$ cat config.mk
export PLATFORM = sky130hd
export DESIGN_NAME = mem_access_unit
export DESIGN_NICKNAME = d
export VERILOG_FILES = /design/src/rtl/mem_access_pkg.sv /design/src/rtl/mem_load_align.sv /design/src/rtl/mem_access_unit.sv
export SDC_FILE = /design/constraint.sdc
export NUM_CORES = 1
export LEC_CHECK = 0
export BUFFER_PORTS_ARGS = -buffer_cell sky130_fd_sc_hd__buf_2
export CORE_ASPECT_RATIO = 1.2
export CORE_UTILIZATION = 53
export DETAILED_ROUTE_END_ITERATION = 6
export HOLD_SLACK_MARGIN = 0.05
export PLACE_DENSITY = 0.86
export SETUP_SLACK_MARGIN = 0.05
export SYNTH_ARGS = -nofsm -noshare
export SYNTH_HDL_FRONTEND = slang
export SYNTH_SLANG_ARGS = --single-unit
$ cat constraint.sdc
create_clock -name clk -period 5.1 [get_ports clk]
set_input_delay 0.51 -clock clk [delete_from_list [all_inputs] [get_ports clk]]
set_output_delay 0.51 -clock clk [all_outputs]
set_load 0.01 [all_outputs]
$ cat src/rtl/mem_access_pkg.sv
// Shared encodings, FSM state type and captured-request record for the MEM-stage
// data-memory access unit.
package mem_access_pkg;

  localparam logic [1:0] DM_BYTE = 2'b00;
  localparam logic [1:0] DM_HALF = 2'b01;
  localparam logic [1:0] DM_WORD = 2'b10;

  typedef enum logic [1:0] {
    IDLE = 2'b00,
    REQ  = 2'b01,
    DONE = 2'b10
  } state_t;

  // Everything the bus side needs, latched once when the access is accepted
  typedef struct packed {
    logic        we;
    logic [1:0]  dm_type;
    logic        ext;
    logic [1:0]  a;
    logic [31:0] addr;
    logic [3:0]  be;
    logic [31:0] wdata;
  } acc_t;

  function automatic logic [3:0] gen_be(input logic [1:0] dm_type, input logic [1:0] a);
    logic [3:0] be;
    case (dm_type)
      DM_BYTE: be = 4'b0001 << a;
      DM_HALF: be = a[1] ? 4'b1100 : 4'b0011;
      default: be = 4'b1111;
    endcase
    return be;
  endfunction

  function automatic logic [31:0] gen_wdata(input logic [1:0] dm_type, input logic [31:0] rt);
    logic [31:0] wd;
    case (dm_type)
      DM_BYTE: wd = {4{rt[7:0]}};
      DM_HALF: wd = {2{rt[15:0]}};
      default: wd = rt;
    endcase
    return wd;
  endfunction

  // Type 11 behaves as a word, so anything with bit 1 set needs word alignment
  function automatic logic misaligned(input logic [1:0] dm_type, input logic [1:0] a);
    return dm_type[1] ? (a != 2'b00) : ((dm_type == DM_HALF) && a[0]);
  endfunction

endpackage

$ cat src/rtl/mem_load_align.sv
// Load-data alignment: shifts the addressed byte/half down to bit 0 and
// sign- or zero-extends it; words pass through untouched.
module mem_load_align
  import mem_access_pkg::*;
(
  input  logic [31:0] rdata,
  input  logic [1:0]  a,
  input  logic [1:0]  dm_type,
  input  logic        ext,
  output logic [31:0] data
);

  logic [31:0] sh;

  assign sh = rdata >> {a, 3'b000};

  always_comb begin
    data = rdata;
    case (dm_type)
      DM_BYTE: data = ext ? {{24{sh[7]}}, sh[7:0]} : {24'b0, sh[7:0]};
      DM_HALF: data = ext ? {{16{sh[15]}}, sh[15:0]} : {16'b0, sh[15:0]};
      default: data = rdata;
    endcase
  end

endmodule

$ cat src/rtl/mem_access_unit.sv
// MEM-stage data-memory access unit: req/ack bus handshake with wait states and
// timeout, pipeline stall generation, store data replication and load alignment.
module mem_access_unit
  import mem_access_pkg::*;
#(
  parameter int TIMEOUT_CYCLES = 255,
  parameter int TO_W           = 8
) (
  input  logic        clk,
  input  logic        reset,
  input  logic        mem_dmen,
  input  logic        mem_memwr,
  input  logic [1:0]  mem_dm_type,
  input  logic        mem_dm_extsigned,
  input  logic [31:0] mem_result,
  input  logic [31:0] mem_rt,
  output logic        mem_stall,
  output logic [31:0] mem_load_data,
  output logic        mem_load_valid,
  output logic        mem_adel,
  output logic        mem_ades,
  output logic        mem_bus_err,
  output logic        dbus_req,
  output logic        dbus_we,
  output logic [31:0] dbus_addr,
  output logic [3:0]  dbus_be,
  output logic [31:0] dbus_wdata,
  input  logic [31:0] dbus_rdata,
  input  logic        dbus_ack
);

  localparam logic [TO_W-1:0] TO_LAST =
    TO_W'((TIMEOUT_CYCLES == 0) ? 0 : TIMEOUT_CYCLES - 1);

  state_t          state, state_nx;
  acc_t            acc, acc_in;
  logic [TO_W-1:0] cnt;
  logic            bad_align;
  logic            start;
  logic            to_hit;
  logic [31:0]     aligned;

  assign bad_align = misaligned(mem_dm_type, mem_result[1:0]);
  assign start     = (state == IDLE) && mem_dmen && !bad_align;
  assign to_hit    = (TIMEOUT_CYCLES != 0) && (cnt == TO_LAST);

  // Faults are only meaningful while the access is being presented in IDLE
  assign mem_adel = (state == IDLE) && mem_dmen && bad_align && !mem_memwr;
  assign mem_ades = (state == IDLE) && mem_dmen && bad_align && mem_memwr;

  always_comb begin
    acc_in.we      = mem_memwr;
    acc_in.dm_type = mem_dm_type;
    acc_in.ext     = mem_dm_extsigned;
    acc_in.a       = mem_result[1:0];
    acc_in.addr    = {mem_result[31:2], 2'b00};
    acc_in.be      = gen_be(mem_dm_type, mem_result[1:0]);
    acc_in.wdata   = gen_wdata(mem_dm_type, mem_rt);
  end

  mem_load_align u_align (
    .rdata   (dbus_rdata),
    .a       (acc.a),
    .dm_type (acc.dm_type),
    .ext     (acc.ext),
    .data    (aligned)
  );

  always_comb begin
    state_nx  = state;
    mem_stall = 1'b0;
    case (state)
      IDLE: begin
        if (start) begin
          state_nx  = REQ;
          mem_stall = 1'b1;
        end
      end
      REQ: begin
        mem_stall = 1'b1;
        if (dbus_ack || to_hit) state_nx = DONE;
      end
      DONE:    state_nx = IDLE;
      default: state_nx = IDLE;
    endcase
  end

  assign dbus_req   = (state == REQ);
  assign dbus_we    = (state == REQ) && acc.we;
  assign dbus_be    = (state == REQ) ? acc.be : 4'b0000;
  assign dbus_addr  = acc.addr;
  assign dbus_wdata = acc.wdata;

  always_ff @(posedge clk) begin
    if (reset) begin
      state          <= IDLE;
      acc            <= '0;
      cnt            <= '0;
      mem_load_data  <= '0;
      mem_load_valid <= 1'b0;
      mem_bus_err    <= 1'b0;
    end else begin
      state          <= state_nx;
      mem_load_valid <= 1'b0;
      mem_bus_err    <= 1'b0;
      case (state)
        IDLE: begin
          cnt <= '0;
          if (start) acc <= acc_in;
        end
        REQ: begin
          cnt <= cnt + 1'b1;
          // Ack takes priority over a timeout landing in the same cycle
          if (dbus_ack) begin
            mem_load_data  <= acc.we ? 32'h0 : aligned;
            mem_load_valid <= !acc.we;
          end else if (to_hit) begin
            mem_load_data  <= 32'h0;
            mem_load_valid <= !acc.we;
            mem_bus_err    <= 1'b1;
          end
        end
        default: cnt <= '0;
      endcase
    end
  end

endmodule
; Yosys cells after proc, flatten, opt, wreduce, memory -nomap -nowiden
; Index checks and enable logic that the tools add are counted.
[op_classes]
n_reduce_logical = 21
muxes = 19
n_addsub = 1
eq_ne = 6
shift = 2
multipliers = 0
order_cmp = 0
bitwise = 1
n_div = 0
[op_table]
columns = operator, n
row1 = 2-to-1 mux 32 bit, 5
row2 = case mux 32 bit (2 select lines), 2
row3 = >> shifter 32 x 5 -> 16 bit, 1
row4 = adder 8 x 1 -> 8 bit (second input constant), 1
row5 = equality test 8 bit (second input constant), 1
row6 = 2-to-1 mux 4 bit, 2
row7 = case mux 4 bit (2 select lines), 1
row8 = logical AND 1 bit, 7
row9 = equality test 2 x 1 -> 1 bit (second input constant), 3
row10 = zero test 2 bit, 3
row11 = AND reduction 2 bit, 3
row12 = 2-to-1 mux 1 bit, 5
row13 = 2-to-1 mux 2 bit, 2
row14 = case mux 2 bit (2 select lines), 1
row15 = nonzero test 2 bit, 2
row16 = << shifter 1 x 2 -> 4 bit (first input constant), 1
row17 = zero test 1 bit, 3
row18 = OR reduction 3 bit, 1
row19 = inequality test 2 x 1 -> 1 bit (second input constant), 1
row20 = inequality test 2 bit (second input constant), 1
row21 = case mux 1 bit (2 select lines), 1
row22 = OR reduction 2 bit, 1
row23 = logical OR 1 bit, 1
row24 = inverter 1 bit, 1
[totals]
rom_bits = 0
n_memories = 0
register_bits = 116
in_bits = 104
latchBits = 0
ram_bits = 0
wordCells = 62
output_inout_bits = 107

; Logic depth before layout (Yosys ltp)
[depth]
ltp_word = 7
ltp_mapped = 8

; By module
; Synthesis repeated with hierarchy kept, for this count alone.
[hier_totals]
cells_unflattened = 758
area_unflattened_um2 = 6437.4
[by_module_without_submodules]
columns = module, area_per_inst_um2, instances, seq_area_each_um2, cells_each
row1 = mem_access_unit, 5700.5, 1, 2322.2, 646
row2 = mem_load_align, 737.0, 1, 0.0, 112

; Least setup slack after synthesis
; OpenSTA, ideal clock, no wires.
[synth_timing]
path_kind = input to output
start = input mem_dm_type[0]
end = output mem_stall
setup_slack_ns = 3.115
t_arrival_ns = 1.475
path_buffers = 2
path_stages = 5
cell_sequence = clkbuf_1 nor2_1 clkbuf_1 nor2_1 o21ai_0
[synth_via]
elab_chain_len = 7
[synth_lines]
columns = element, line
row1 = from (decl), mem_access_unit.sv:13  ; input logic [1:0] mem_dm_type,
row2 = equality test 2 x 1 -> 1 bit, mem_access_pkg.sv:48  ; return dm_type[1] ? (a != 2'b00) : ((dm_type == DM_HALF) && a[0]);
row3 = logical AND 1 bit, mem_access_pkg.sv:48
row4 = 2-to-1 mux 1 bit, mem_access_pkg.sv:48
row5 = zero test 1 bit, mem_access_unit.sv:44  ; assign start = (state == IDLE) && mem_dmen && !bad_align;
row6 = logical AND 1 bit, mem_access_unit.sv:44
row7 = 2-to-1 mux 1 bit, mem_access_unit.sv:74  ; if (start) begin
row8 = case mux 1 bit (2 select lines), mem_access_unit.sv:72  ; case (state)
row9 = to (decl), mem_access_unit.sv:17  ; output logic mem_stall,
; No other way between the ends.

; Worst setup path after layout
[layout_timing]
start = input mem_dm_type[0]
end = register acc (netlist bit dbus_addr[3])
[layout_via]
elab_chain_len = 6
[layout_lines]
columns = element, line
row1 = equality test 2 x 1 -> 1 bit, mem_access_pkg.sv:48
row2 = logical AND 1 bit, mem_access_pkg.sv:48
row3 = 2-to-1 mux 1 bit, mem_access_pkg.sv:48
row4 = zero test 1 bit, mem_access_unit.sv:44
row5 = logical AND 1 bit, mem_access_unit.sv:44
row6 = AND reduction 2 bit (no source line), -
row7 = to (signal assigned), mem_access_unit.sv:109  ; if (start) acc <= acc_in;
row8 = to (decl), mem_access_unit.sv:36  ; acc_t acc, acc_in;
; No other way between the ends.
; A chain may end at the register's enable or synchronous reset.

==> PnR_summary.wiki <==
{| class="wikitable"
! Metric !! Value
|-
| Stages on the worst setup path || 6
|-
| Number of hold violations in the final report || 0
|-
| Slew at the pin closest to its max-slew limit || 1070 ps
|-
| Number of cells traversed by the worst register-to-register path || 5
|-
| Chip Height || 112 um
|-
| Type of element capturing the critical path || register
|-
| Worst hold path startpoint || dbus_ack
|-
| Share of the yosys chip area belonging to registers || 43.2%
|-
| I/O pin count || 211
|-
| Count of yosys warnings during synthesis || 0
|-
| Type of the worst setup path || input pin to register
|-
| Drt via density || 5.62
|-
| Leakage power || 2.99 nW
|-
| Hold WS || 328 ps
|-
| Synth Flop Type || sky130_fd_sc_hd__dfxtp_1
|-
| Final Max Tran Viols || 0
|-
| Required time at the worst-slack endpoint || 5430 ps
|-
| Sink Count || 116
|-
| Number of max-cap violations || 0
|-
| Final Wtd Congestion || 0.866
|-
| Number of vias after detailed routing || 5,041
|-
| Inserted Clock Buffers || 17
|-
| Unrepaired setup endpoints after global routing || no
|-
| Finish-stage setup viols || 0
|-
| Worst-case vdd ir drop || 0.255 mV
|-
| CTS Hold Bufs || 0
|-
| Placed wire-length estimate || 10,200 um
|-
| Most common cell after layout, fill and taps aside || sky130_fd_sc_hd__buf_2
|-
| Placed Cells || 865
|-
| Largest cells by area after synthesis || sky130_fd_sc_hd__dfxtp_1 43%, sky130_fd_sc_hd__buf_4 8.9%, sky130_fd_sc_hd__nand2_1 8.7%, sky130_fd_sc_hd__a21oi_1 6.5%, sky130_fd_sc_hd__a221o_1 4.5%
|-
| Register clock-pin slew on the reported worst setup and hold paths || 60 ps
|-
| Power density over the cells || 384 nW/um^2
|-
| Syn avg cell area || 8.40 sq um
|-
| Via count of the first global-routing pass || 4,932
|-
| Peak clock frequency supported by timing || 360 MHz
|-
| Number of stages on the worst hold path || 2
|-
| Final Net Count || 867
|-
| Async set-reset flop share out of synthesis || 0%
|-
| Port Buffer Count || 208
|-
| Part of the cycle the worst path needs || 54.5%
|-
| Worst Path Max Fanout || 59
|-
| Average wire per standard cell || 16.3 um
|-
| Count of cell types in the netlist || 50
|-
| H-Tree Depth || 4
|-
| Final min period || 2780 ps
|-
| Worst stage delay on the critical path || 950 ps
|-
| Clock latency at the later pin of the worst-skew pair || 410 ps
|-
| Number of flops mapped to enable cells by yosys || 0
|-
| Top cell type by total area after synthesis || sky130_fd_sc_hd__dfxtp_1
|-
| Number of flip-flops and latches in the synthesized netlist || 116
|-
| Final non-filler cell total || 897
|-
| Synth Instances || 639
|-
| Number of nets with antenna violations after routing || 0
|-
| Number of antenna violations at the first check in global routing || 0
|-
| Effective utilization at floorplan || 55.6%
|-
| Violation count after the first detailed-route iteration || 324
|-
| Setup TNS || 0 ps
|-
| Type of the tightest min-delay check || input pin to register
|-
| Number of post-CTS setup repair buffers || 0
|-
| Relative slew slack || 28.3%
|-
| Result of the run || finished, final reports clean
|-
| First-pass GRT wire length || 23,300 um
|-
| Critical R2R Launch || state[0]
|-
| Aggregate global routing overflow || 0
|-
| 1st-pass router iterations || 7
|-
| Most frequent cells in the layout || 208 x sky130_fd_sc_hd__buf_2, 125 x sky130_fd_sc_hd__nand2_1, 116 x sky130_fd_sc_hd__dfxtp_1
|-
| Syn-to-layout area delta || 22.3%
|-
| Floorplan die width || 93.9 um
|-
| Max Root-Sink Buffers || 2
|-
| Final Instance Area || 6570 sq um
|-
| Maximum number of pins on one net before global-route repair || 77
|-
| Crit path arrival time || 3110 ps
|-
| Die Footprint || 10,500 sq um
|-
| Start point of the critical path || mem_dm_type[0]
|-
| Number of standard-cell rows in the floorplan || 39
|-
| Crit path cell chain || buf_2 > nor2_1 > o21a_2 > buf_4 > nand2_1 > a21oi_1
|-
| DRC || 0
|-
| Root buffer cell || sky130_fd_sc_hd__clkbuf_16
|-
| CP Launch Type || input pin
|-
| Worst path bufs/invs || 2
|-
| CTS tree || done
|-
| Placed standard-cell area || 5930 sq um
|-
| Top-area cell type share of the netlist area || 43.2%
|-
| Number of gates given a new drive strength after cts || 0
|-
| Family with the most delay on the worst path || compound AO/OA/AOI/OAI gates
|-
| Aggregate global-route resource usage || 28.4%
|-
| Synthesized cell area || 5370 sq um
|-
| Diode count || 0
|-
| Fraction of layout instances using a drive strength above 1 || 32.8%
|-
| Core Util, Final || 68.0%
|-
| Cell with the largest stage delay on the worst path || sky130_fd_sc_hd__o21a_2
|-
| Core region area || 9660 sq um
|-
| DRT Wirelength || 14,700 um
|-
| Final setup skew || 6.16 ps
|}
## final cells by class
cell class                 count  area, sq um
clock buffer                  19          453
clock inverter                13          181
fill                         794         3100
inverter                       7         28.8
multi-input combinational    408         2360
sequential                   116         2320
tap                          123          154
timing repair buffer         211         1060
## worst reg2reg max path: stages, from the launching register on
cell                      delay [ps]
sky130_fd_sc_hd__dfxtp_1         340
sky130_fd_sc_hd__nor3b_1         510
sky130_fd_sc_hd__o21a_2          930
sky130_fd_sc_hd__buf_4           460
sky130_fd_sc_hd__nand2_1         110
sky130_fd_sc_hd__a21oi_1         140
## cells in the mapped netlist, types with 7 or more instances
| cell | n |
|---|---|
| sky130_fd_sc_hd__nor2_1 | 48 |
| sky130_fd_sc_hd__o21ai_0 | 17 |
| sky130_fd_sc_hd__a21oi_1 | 70 |
| sky130_fd_sc_hd__buf_4 | 64 |
| sky130_fd_sc_hd__clkbuf_1 | 29 |
| sky130_fd_sc_hd__o2bb2ai_1 | 7 |
| sky130_fd_sc_hd__dfxtp_1 | 116 |
| sky130_fd_sc_hd__buf_2 | 11 |
| sky130_fd_sc_hd__nand2_1 | 125 |
| sky130_fd_sc_hd__o211ai_1 | 8 |
| sky130_fd_sc_hd__mux2i_1 | 23 |
| sky130_fd_sc_hd__a221o_1 | 24 |
| sky130_fd_sc_hd__a211oi_1 | 10 |
| sky130_fd_sc_hd__a311oi_1 | 11 |
## path summary, 6_finish.rpt
check | endpoint | slack (ps)
max reg2reg | dbus_addr[3] | 2530
min reg2reg | dbus_addr[9] | 460
min | mem_bus_err | 330
max | dbus_addr[3] | 2320
## registers in the layout, indices dropped and copies added (netlist names)
| signal | count |
|---|---|
| state | 2 |
| mem_load_data | 32 |
| mem_bus_err | 1 |
| mem_load_valid | 1 |
| cnt | 8 |
| acc | 10 |
| dbus_addr | 30 |
| dbus_wdata | 32 |
## logic make-up after synthesis
logic type | synth area share [%]
AOI/OAI and AO/OA | 20.4
xor gates and xnor gates | 1.14
adders and majority gates | 0.466
buffers and inverters | 13.0
DFF | 43.2
muxes | 4.85
other | 0.0698
and+or+nand+nor | 16.8
## power by group
group | internal (mW) | switching [mW] | leakage, nW
clock | 0.840 | 0.416 | 0.297
sequential | 0.950 | 0.0329 | 0.945
combinational | 0.116 | 0.170 | 1.75
## through the flow
stage               worst slack (ps)  total power [mW]
floorplan                       3110              1.20
global placement                2120              1.27
detailed placement              1980              1.28
CTS                             2360              2.53
global route                    2090              2.62
finish                          2320              2.52
## routing by layer
metal | routed length (um) | global-route usage, %
met1 | 5740 | 31.7
met2 | 7240 | 48.0
met3 | 1310 | 9.89
met4 | 369 | 13.3
met5 | 0 | 0
No activity file was read; power rests on OpenSTA's default activity.
